===== config.mk =====
export PLATFORM = sky130hd
export DESIGN_NAME = pipelined_cla_adder
export DESIGN_NICKNAME = d
export VERILOG_FILES = /design/src/rtl/cla_pkg.sv /design/src/rtl/cla_segment.sv /design/src/rtl/pipelined_cla_adder.sv
export SDC_FILE = /design/constraint.sdc
export NUM_CORES = 1
export LEC_CHECK = 0
export CAP_MARGIN = 10
export CORE_MARGIN = 2
export CORE_UTILIZATION = 55
export CTS_BUF_LIST = sky130_fd_sc_hd__clkbuf_4
export CTS_CLUSTER_DIAMETER = 100
export CTS_CLUSTER_SIZE = 16
export DETAILED_ROUTE_END_ITERATION = 12
export DONT_BUFFER_PORTS = 1
export GPL_ROUTABILITY_DRIVEN = 0
export PLACE_DENSITY = 0.7
export SYNTH_ARGS = -nofsm -noshare
export SYNTH_HDL_FRONTEND = slang
export SYNTH_SLANG_ARGS = --single-unit

===== constraint.sdc =====
create_clock -name clk -period 20.1 [get_ports clk]
set_clock_uncertainty 0.1 [all_clocks]
set_input_delay 3.015 -clock clk [delete_from_list [all_inputs] [get_ports clk]]
set_output_delay 3.015 -clock clk [all_outputs]
set_load 0.005 [all_outputs]

===== src/rtl/cla_pkg.sv =====
// -----------------------------------------------------------------------------
// cla_pkg
// Shared constants and helpers for the pipelined carry-lookahead adder.
//   CLA_N       default operand width
//   CLA_SEG     default bits resolved per pipeline stage
//   cla_stages  number of pipeline stages for a given width/segment size
//   cla_cfg_ok  true when the width splits evenly into segments
// -----------------------------------------------------------------------------
package cla_pkg;

  localparam int CLA_N   = 64;
  localparam int CLA_SEG = 16;

  function automatic int cla_stages(input int n, input int seg);
    return n / seg;
  endfunction

  function automatic bit cla_cfg_ok(input int n, input int seg);
    return (seg > 0) && (n >= seg) && ((n % seg) == 0);
  endfunction

endpackage


===== src/rtl/cla_segment.sv =====
// -----------------------------------------------------------------------------
// cla_segment
// Combinational SEG-bit carry-lookahead slice.
// Ports:
//   a, b   in  SEG  operand slices (b already conditionally inverted)
//   c_in   in  1    carry into bit 0 of the slice
//   s      out SEG  sum bits
//   c_out  out 1    carry out of the slice, G | P&c_in
//   P      out 1    group propagate (all bits propagate)
//   G      out 1    group generate
// -----------------------------------------------------------------------------
module cla_segment
  import cla_pkg::*;
#(
  parameter int SEG = CLA_SEG
) (
  input  logic [SEG-1:0] a,
  input  logic [SEG-1:0] b,
  input  logic           c_in,
  output logic [SEG-1:0] s,
  output logic           c_out,
  output logic           P,
  output logic           G
);

  logic [SEG-1:0] w_p;
  logic [SEG-1:0] w_g;
  logic [SEG-1:0] w_c;
  logic           w_grp_g;

  assign w_p = a | b;
  assign w_g = a & b;

  // Per-bit carries expressed purely in generate/propagate terms of the
  // lower bits; the loop flattens into the lookahead sum-of-products.
  always_comb begin
    w_c    = '0;
    w_c[0] = c_in;
    for (int i = 1; i < SEG; i++) begin
      w_c[i] = w_g[i-1] | (w_p[i-1] & w_c[i-1]);
    end
  end

  // Group generate: a carry produced somewhere in the slice and propagated
  // through every bit above it.
  always_comb begin
    w_grp_g = 1'b0;
    for (int i = 0; i < SEG; i++) begin
      w_grp_g = w_g[i] | (w_p[i] & w_grp_g);
    end
  end

  assign s     = a ^ b ^ w_c;
  assign P     = &w_p;
  assign G     = w_grp_g;
  assign c_out = w_grp_g | (P & c_in);

endmodule


===== src/rtl/pipelined_cla_adder.sv =====
// -----------------------------------------------------------------------------
// pipelined_cla_adder
// Pipelined carry-lookahead adder/subtractor. An N-bit operation is resolved
// SEG bits per stage over STAGES = N/SEG stages; the carry is registered
// between stages and operand segments are skewed so that segment k is
// resolved in stage k. One operation per cycle, valid/ready with full
// backpressure, latency STAGES cycles.
//
// Optional build macro PIPELINED_CLA_SATURATE_EN adds input 'sat': when set
// and the operation overflows, sum is clamped to the signed extreme.
//
// Ports:
//   clk, rst        clock (rising edge), asynchronous active-high reset
//   in_valid/ready  operation handshake; in_ready = !out_valid || out_ready
//   x, y            operands (N bits)
//   cin             carry-in, used only for add
//   sub             0: x+y+cin, 1: x+~y+1
//   sat             (macro only) saturate on signed overflow
//   out_valid/ready result handshake
//   sum             N-bit result
//   cout            carry out of bit N-1 (not-borrow for subtract)
//   overflow        signed overflow
// -----------------------------------------------------------------------------
module pipelined_cla_adder
  import cla_pkg::*;
#(
  parameter int N   = CLA_N,
  parameter int SEG = CLA_SEG
) (
  input  logic         clk,
  input  logic         rst,
  input  logic         in_valid,
  output logic         in_ready,
  input  logic [N-1:0] x,
  input  logic [N-1:0] y,
  input  logic         cin,
  input  logic         sub,
`ifdef PIPELINED_CLA_SATURATE_EN
  input  logic         sat,
`endif
  output logic         out_valid,
  input  logic         out_ready,
  output logic [N-1:0] sum,
  output logic         cout,
  output logic         overflow
);

  localparam int STAGES = cla_stages(N, SEG);
  localparam int L      = STAGES - 1;

  if (!cla_cfg_ok(N, SEG)) begin : g_bad_cfg
    $error("pipelined_cla_adder: N must be a non-zero multiple of SEG");
  end

`ifdef PIPELINED_CLA_SATURATE_EN
  function automatic logic [N-1:0] sat_extreme(input logic neg);
    return neg ? {1'b1, {(N-1){1'b0}}} : {1'b0, {(N-1){1'b1}}};
  endfunction
`endif

  // Stage registers: entry k holds the state after segment k is resolved.
  logic         r_vld_p [STAGES];
  logic [N-1:0] r_a_p   [STAGES];
  logic [N-1:0] r_b_p   [STAGES];
  logic [N-1:0] r_sum_p [STAGES];
  logic         r_c_p   [STAGES];
  logic         r_ovf;
`ifdef PIPELINED_CLA_SATURATE_EN
  logic         r_sat_p [STAGES];
  logic         w_sat_st [STAGES];
`endif

  // Inputs seen by stage k (stage 0 reads the ports directly).
  logic [N-1:0]   w_a_st   [STAGES];
  logic [N-1:0]   w_b_st   [STAGES];
  logic           w_c_st   [STAGES];
  logic [N-1:0]   w_sum_st [STAGES];

  logic [SEG-1:0] w_seg_s  [STAGES];
  logic           w_seg_co [STAGES];
  logic           w_seg_p  [STAGES];
  logic           w_seg_g  [STAGES];

  logic [N-1:0]   w_sum_nx [STAGES];
  logic           w_cnx    [STAGES];
  logic           w_ovf;
  logic [N-1:0]   w_res;
  logic           w_adv;

  assign out_valid = r_vld_p[L];
  assign sum       = r_sum_p[L];
  assign cout      = r_c_p[L];
  assign overflow  = r_ovf;

  // The whole pipe moves together; a stalled output freezes every stage.
  assign w_adv    = !out_valid || out_ready;
  assign in_ready = w_adv;

  // Stage inputs: subtraction folds into inverted y plus a forced carry-in,
  // so cin and sub need not travel beyond stage 0.
  always_comb begin
    w_a_st[0]   = x;
    w_b_st[0]   = y ^ {N{sub}};
    w_c_st[0]   = sub | cin;
    w_sum_st[0] = '0;
`ifdef PIPELINED_CLA_SATURATE_EN
    w_sat_st[0] = sat;
`endif
    for (int k = 1; k < STAGES; k++) begin
      w_a_st[k]   = r_a_p[k-1];
      w_b_st[k]   = r_b_p[k-1];
      w_c_st[k]   = r_c_p[k-1];
      w_sum_st[k] = r_sum_p[k-1];
`ifdef PIPELINED_CLA_SATURATE_EN
      w_sat_st[k] = r_sat_p[k-1];
`endif
    end
  end

  for (genvar k = 0; k < STAGES; k++) begin : g_seg
    cla_segment #(
      .SEG(SEG)
    ) u_seg (
      .a     (w_a_st[k][k*SEG +: SEG]),
      .b     (w_b_st[k][k*SEG +: SEG]),
      .c_in  (w_c_st[k]),
      .s     (w_seg_s[k]),
      .c_out (w_seg_co[k]),
      .P     (w_seg_p[k]),
      .G     (w_seg_g[k])
    );
  end

  // Insert each resolved segment into the travelling partial sum; the carry
  // handed to the next stage is rebuilt from the group terms.
  always_comb begin
    for (int k = 0; k < STAGES; k++) begin
      w_sum_nx[k]                = w_sum_st[k];
      w_sum_nx[k][k*SEG +: SEG]  = w_seg_s[k];
      w_cnx[k]                   = w_seg_g[k] | (w_seg_p[k] & w_c_st[k]);
    end
    w_ovf = (w_a_st[L][N-1] == w_b_st[L][N-1]) &&
            (w_sum_nx[L][N-1] != w_a_st[L][N-1]);
    w_res = w_sum_nx[L];
`ifdef PIPELINED_CLA_SATURATE_EN
    if (w_sat_st[L] && w_ovf) begin
      w_res = sat_extreme(w_a_st[L][N-1]);
    end
`endif
  end

  // Stage boundary: registers k = 0..STAGES-1, last one drives the outputs.
  always_ff @(posedge clk or posedge rst) begin
    if (rst) begin
      for (int k = 0; k < STAGES; k++) begin
        r_vld_p[k] <= 1'b0;
        r_a_p[k]   <= '0;
        r_b_p[k]   <= '0;
        r_sum_p[k] <= '0;
        r_c_p[k]   <= 1'b0;
`ifdef PIPELINED_CLA_SATURATE_EN
        r_sat_p[k] <= 1'b0;
`endif
      end
      r_ovf <= 1'b0;
    end else if (w_adv) begin
      r_vld_p[0] <= in_valid;
      for (int k = 1; k < STAGES; k++) begin
        r_vld_p[k] <= r_vld_p[k-1];
      end
      for (int k = 0; k < STAGES; k++) begin
        r_a_p[k]   <= w_a_st[k];
        r_b_p[k]   <= w_b_st[k];
        r_sum_p[k] <= (k == L) ? w_res : w_sum_nx[k];
        r_c_p[k]   <= (k == L) ? w_seg_co[k] : w_cnx[k];
`ifdef PIPELINED_CLA_SATURATE_EN
        r_sat_p[k] <= w_sat_st[k];
`endif
      end
      r_ovf <= w_ovf;
    end
  end

endmodule


### Word-level counts from Yosys, hierarchy flattened

Cells that the tools add are included.

* bits of input ports: 134
* word-level logic and storage cells: 294
* register bits after elaboration: 553

* bitwise operators: 266
* reduce and logical (&&, ||, !) cells: 7
* equal/unequal tests: 2

Operators with widths (count)
* $xor 16x16->16: 8
* $or 1x1->1: 125
* $and 1x1->1: 124
* $and 16x16->16: 4
* $or 16x16->16: 4
* $reduce_and 16->1: 4
* $xor 64x64->64: 1
* $eq 1x1->1: 1
* $logic_and 1x1->1: 1
* $logic_not 1->1: 1
* $logic_or 1x1->1: 1
* $ne 1x1->1: 1

### Logic depth before layout (Yosys ltp)

* depth after elaboration: 34
* depth in mapped cells: 23
* mapped depth without buffers: 21

### By module

A second synthesis with hierarchy kept.

* cells, all modules: 1379
* area, all modules: 19503.7 um^2

By module, submodules not included
* pipelined_cla_adder: area an instance 15299.7 um^2, cells each 911, times used 1
* cla_segment: area an instance 1051.0 um^2, cells each 117, times used 4

### Worst setup path after synthesis

Ideal clock, no wire load.

* kind: input-to-reg
* start point: input port sub
* end point: register r_sum_p[206] in the netlist's numbering
* arrival time: 9.400 ns
* data required time: 19.883 ns
* library setup time: 0.117 ns
* stages: 23
* setup slack: 10.483 ns
* cell sequence: buf_2 > buf_2 > xnor2_1 > inv_1 > fa_1 > fa_1 > inv_1 > fa_1 > fa_1 > fa_1 > fa_1 > fa_1 > fa_1 > fa_1 > fa_1 > fa_1 > fa_1 > fa_1 > inv_1 > fa_1 > fa_1 > nand2_1 > nand2_1

* longest elaborated chain between the ends: 31
* elaborated cells between the ends (all ways): 34
* those cells by class: 34 x bitwise

RTL lines
* from (decl): line pipelined_cla_adder.sv:37 `input logic sub,`
* $xor 64x64->64: line pipelined_cla_adder.sv:103 `w_b_st[0] = y ^ {N{sub}};`
* $or 16x16->16: line cla_segment.sv:31 `assign w_p = a | b;`
* $and 1x1->1: line cla_segment.sv:40 `w_c[i] = w_g[i-1] | (w_p[i-1] & w_c[i-1]);`
* $or 1x1->1: line cla_segment.sv:40
* $and 1x1->1: line cla_segment.sv:40
* $or 1x1->1: line cla_segment.sv:40
* $and 1x1->1: line cla_segment.sv:40
* $or 1x1->1: line cla_segment.sv:40
* [16 not listed]
* $and 1x1->1: line cla_segment.sv:40
* $or 1x1->1: line cla_segment.sv:40
* $and 1x1->1: line cla_segment.sv:40
* $or 1x1->1: line cla_segment.sv:40
* $and 1x1->1: line cla_segment.sv:40
* $or 1x1->1: line cla_segment.sv:40
* $xor 16x16->16 *: line cla_segment.sv:53 `assign s = a ^ b ^ w_c;`
* via g_seg[0].u_seg.s[14]: line cla_segment.sv:20 `output logic [SEG-1:0] s,`
* to (signal, indexed assignment): line pipelined_cla_adder.sv:174 `r_sum_p[k] <= (k == L) ? w_res : w_sum_nx[k];`
* to (decl): line pipelined_cla_adder.sv:65 `logic [N-1:0] r_sum_p [STAGES];`

Mark *: on every way through the listed nets, which the timed path passes. The rest lies on a longest branch.
A chain may end at the register's enable or synchronous reset.

### Worst setup path after layout

Ends and elaborated chain as after synthesis.

==> summary.md <==
| Metric | Value |
|---|---|
| Slew Viols, Final | `0` |
| Std-Cell Rows | `66` |
| CTS tree | `done` |
| Drt total wl | `34,400 µm` |
| Iteration-0 DRC count of the detailed router | `around 720` |
| Worst Min Path Start | `r_b_p[188]` |
| I/O pin total | `between 200 and 250` |
| Via count | `roughly 12,000` |
| Worst-Skew Late Latency | `roughly 0.76 ns` |
| Layout Nets | `approximately 2,200` |
| Max-cap violations | `0` |
| Share of layout cells above drive strength 1 | `2.33%` |
| Synth Warn # | `0` |
| Mapped Cells | `~2,000` |
| Layout overhead on the synthesized area | `0.233%` |
| Core ar. | `between 30,000 and 40,000 µm²` |
| Net Count, Synth | `2,280` |
| Area share of fa/ha/maj cells after synthesis | `between 10% and 20%` |
| H-tree depth | `1` |
| Number of flops mapped to enable cells by yosys | `0` |
| Number of global-route vias before repair | `roughly 12,000` |
| Clock network fraction of total power | `between 10 and 15%` |
| Critical Path AT | `slightly above 9 ns` |
| CP Launch Point | `sub` |
| Max Fanout on Critical Path | `65` |
| Die X | `186 µm` |
| R2R Path Start | `r_c_p[3]` |
| Antenna violations before repair | `1` |
| Synth unique cells | `between 40 and 50` |
| Fin crit share | `a little over two fifths` |
| Synth Cell Area | `roughly 18,000 µm²` |
| Tightest Hold Check Type | `flop to flop` |
| Fin util | `between 50% and 60%` |
| Post-Synth XOR/XNOR Area | `about 3.3%` |
| Internal Power | `between 1000 and 1500 µW` |
| Mux contribution to synthesized area | `0%` |
| P_sw | `1010 µW` |
| Slew HR | `22.6%` |
| Hold path depth | `2` |
| Residual DRC | `0` |
| Flop pwr share | `roughly half` |
| RSZ-0062 raised after global routing | `no` |
| WL per Instance | `between 15 and 20 µm` |
| Req. time, crit path | `approximately 21 ns` |
| Post-route setup TNS | `0 ns` |
| Seq/Total Area, Yosys | `between 40% and 50%` |
| Largest family of logic cells by synthesized area | `simple AND/OR/NAND/NOR gates` |
| Synth Flop Type | `dfrtp_1` |
| Startpoint type of the worst setup path | `primary input` |
| Post-Synth Simple-Gate Area | `between 10% and 20%` |
| Port-buffer cells | `0` |
| Synth top area cells | `dfrtp_1 (50%), nand2_1 (15%), ha_1 (8.8%)` |
| Worst IR Drop VDD | `~0.12 mV` |
| Chip height | `~190 µm` |
| Resized cells post-CTS | `0` |
| Status | `finished clean` |
| Worst-Margin Slew | `about 1.2 ns` |
| Crit. End Element | `flop` |
| Post-DP HPWL | `about 24,000 µm` |
| First-pass iteration count of the detailed router | `4` |
| Yosys top cell by area | `dfrtp_1` |
| Cells on worst reg2reg path | `19` |
| Synth top area share | `49.5%` |
| DR vias/cell | `just over 5` |
| # clock sinks | `~360` |
| Global route overflow | `0` |
| Ys async rst share | `between 90% and 100%` |
| Setup bufs post-CTS | `0` |
| DIE AREA | `about 35,000 µm²` |
| Worst-path clk slew | `~0.18 ns` |
| Min Tclk post-route | `just under 9 ns` |
| Critical path type | `primary input to flop` |
| Pin count of the biggest net entering global routing | `between 200 and 250` |
| First-pass GRT wire length | `57,600 µm` |
| Flops & latches, synth | `between 300 and 400` |
| Comb power frac | `37.5%` |
| Setup violations, final | `0` |
| Synth Area in Compound Gates | `about 6%` |
| Final hold vios | `0` |
| GRT Resource Usage Total | `about 21%` |
| Clock Path Buffers | `3` |
| Fraction of power spent switching nets | `40.4%` |
| F_max | `between 100 and 150 MHz` |
| Hold buffers post-CTS | `0` |
| CTS root buf | `clkbuf_4` |
| Pwr dens | `around 140 nW/µm²` |
| Syn avg cell area | `~9.3 µm²` |
| Initial core utilization | `between 50 and 60%` |
| CTS buffer count | `26` |
| Static leakage | `0.00942 µW` |
| ANT nets after route | `0` |
==> registers in the layout (all words and copies together), names as in the netlist <==
signal and cells:
r_vld_p 3, r_c_p 3, r_b_p 96, overflow 1
sum 64, out_valid 1, cout 1, r_a_p 96
r_sum_p 96
==> placed cells by master (no fill, tap or decap), drive strengths merged, types with 6 or more instances in the layout <==
| master | count |
|---|---|
| a21oi | 36 |
| buf | 7 |
| clkbuf | 26 |
| dfrtp | 361 |
| fa | 60 |
| ha | 128 |
| inv | 163 |
| nand2 | 739 |
| nand2b | 10 |
| nor2 | 40 |
| nor2b | 6 |
| nor3 | 10 |
| nor4 | 8 |
| o21ai | 135 |
| xnor2 | 35 |
| xor2 | 34 |
==> logic make-up (layout without fill, tap and decap cells) <==
kind of cell,count (synthesis),in the layout
other,0,1
buffers and inverters,313,197
AO/OA/AOI/OAI,200,200
adder cells (fa/ha/maj),188,188
flip-flops,361,361
XOR/XNOR,69,69
AND/OR/NAND/NOR,827,827
==> synthesized netlist by cell type, drive strengths merged, types with 2 or more instances <==
| library cell | count |
|---|---|
| a31oi | 2 |
| buf | 114 |
| or3 | 3 |
| a221o | 3 |
| nor2b | 6 |
| nand2b | 10 |
| a2111oi | 2 |
| ha | 128 |
| nand3 | 3 |
| o31ai | 2 |
| xnor2 | 35 |
| clkbuf | 37 |
| o21bai | 3 |
| xor2 | 34 |
| o21ai | 135 |
| nand2 | 739 |
| dfrtp | 361 |
| a21oi | 36 |
| a211oi | 3 |
| o211ai | 2 |
| nand4 | 2 |
| inv | 162 |
| nor3 | 10 |
| nor2 | 40 |
| nor4 | 8 |
| o221ai | 3 |
| fa | 60 |
==> power by group through the flow <==
| stage | clock [µW] | sequential [µW] | combinational (µW) |
|---|---|---|---|
| finish | 290 | 1270 | 937 |
| global placement | 0 | 1280 | 914 |
| CTS | 306 | 1280 | 958 |
| floorplan | 0 | 1220 | 828 |
| detailed placement | 0 | 1290 | 954 |
| global route | 332 | 1320 | 1120 |
==> critical path, cell delays in order <==
cell and delay [ns]:
xnor2_1 0.12, inv_1 0.10, fa_1 0.19, fa_1 0.17
inv_1 0.06, fa_1 0.43, fa_1 0.49, fa_1 0.45
fa_1 0.42, fa_1 0.42, fa_1 0.42, fa_1 0.43
fa_1 0.43, fa_1 0.43, fa_1 0.42, fa_1 0.40
inv_1 0.08, fa_1 0.20, fa_1 0.42, nand2_1 0.07
nand2_1 0.07
==> path summary, 6_finish.rpt <==
path	to	slack (ns)
max	r_sum_p[206]	11.39
min	r_b_p[124]	0.35
max reg2reg	r_sum_p[158]	13.40
min reg2reg	r_b_p[124]	0.35
max in group asynchronous	r_sum_p[141]	16.16
min in group asynchronous	r_a_p[230]	2.11
==> per-layer routing <==
layer / vias up / wire length [µm] / global-route usage, %
met5: - / 0 / 0
met4: 0 / 684 / 4.54
met3: 51 / 1890 / 3.72
met2: 212 / 16200 / 33.8
met1: 5593 / 15600 / 28.7
li1: 5665 / - / -
==> final cells by class <==
| class | count | area, µm² |
|---|---|---|
| sequential | 361 | 9030 |
| tap | 442 | 553 |
| inverter | 162 | 623 |
| clock buffer | 26 | 195 |
| timing repair buffer | 7 | 77.6 |
| fill | 2975 | 14300 |
| antenna | 1 | 2.50 |
| multi-input combinational | 1284 | 7750 |
| clock inverter | 2 | 38.8 |
==> metrics by stage <==
| stage | instance area (µm²) | total power (µW) | setup WS [ns] | hold WS (ns) | std cells |
|---|---|---|---|---|---|
| finish | 18300 | 2500 | 11.39 | 0.350 | 2285 |
| global placement | 18000 | 2200 | 10.67 | 0.343 | 2256 |
| global route | 18300 | 2770 | 11.13 | 0.402 | 2285 |
| CTS | 18300 | 2540 | 11.43 | 0.359 | 2284 |
| floorplan | 18200 | 2050 | 6.97 | 0.330 | 1958 |
| detailed placement | 18000 | 2250 | 10.61 | 0.355 | 2256 |
(Power assumes the default switching activity.)
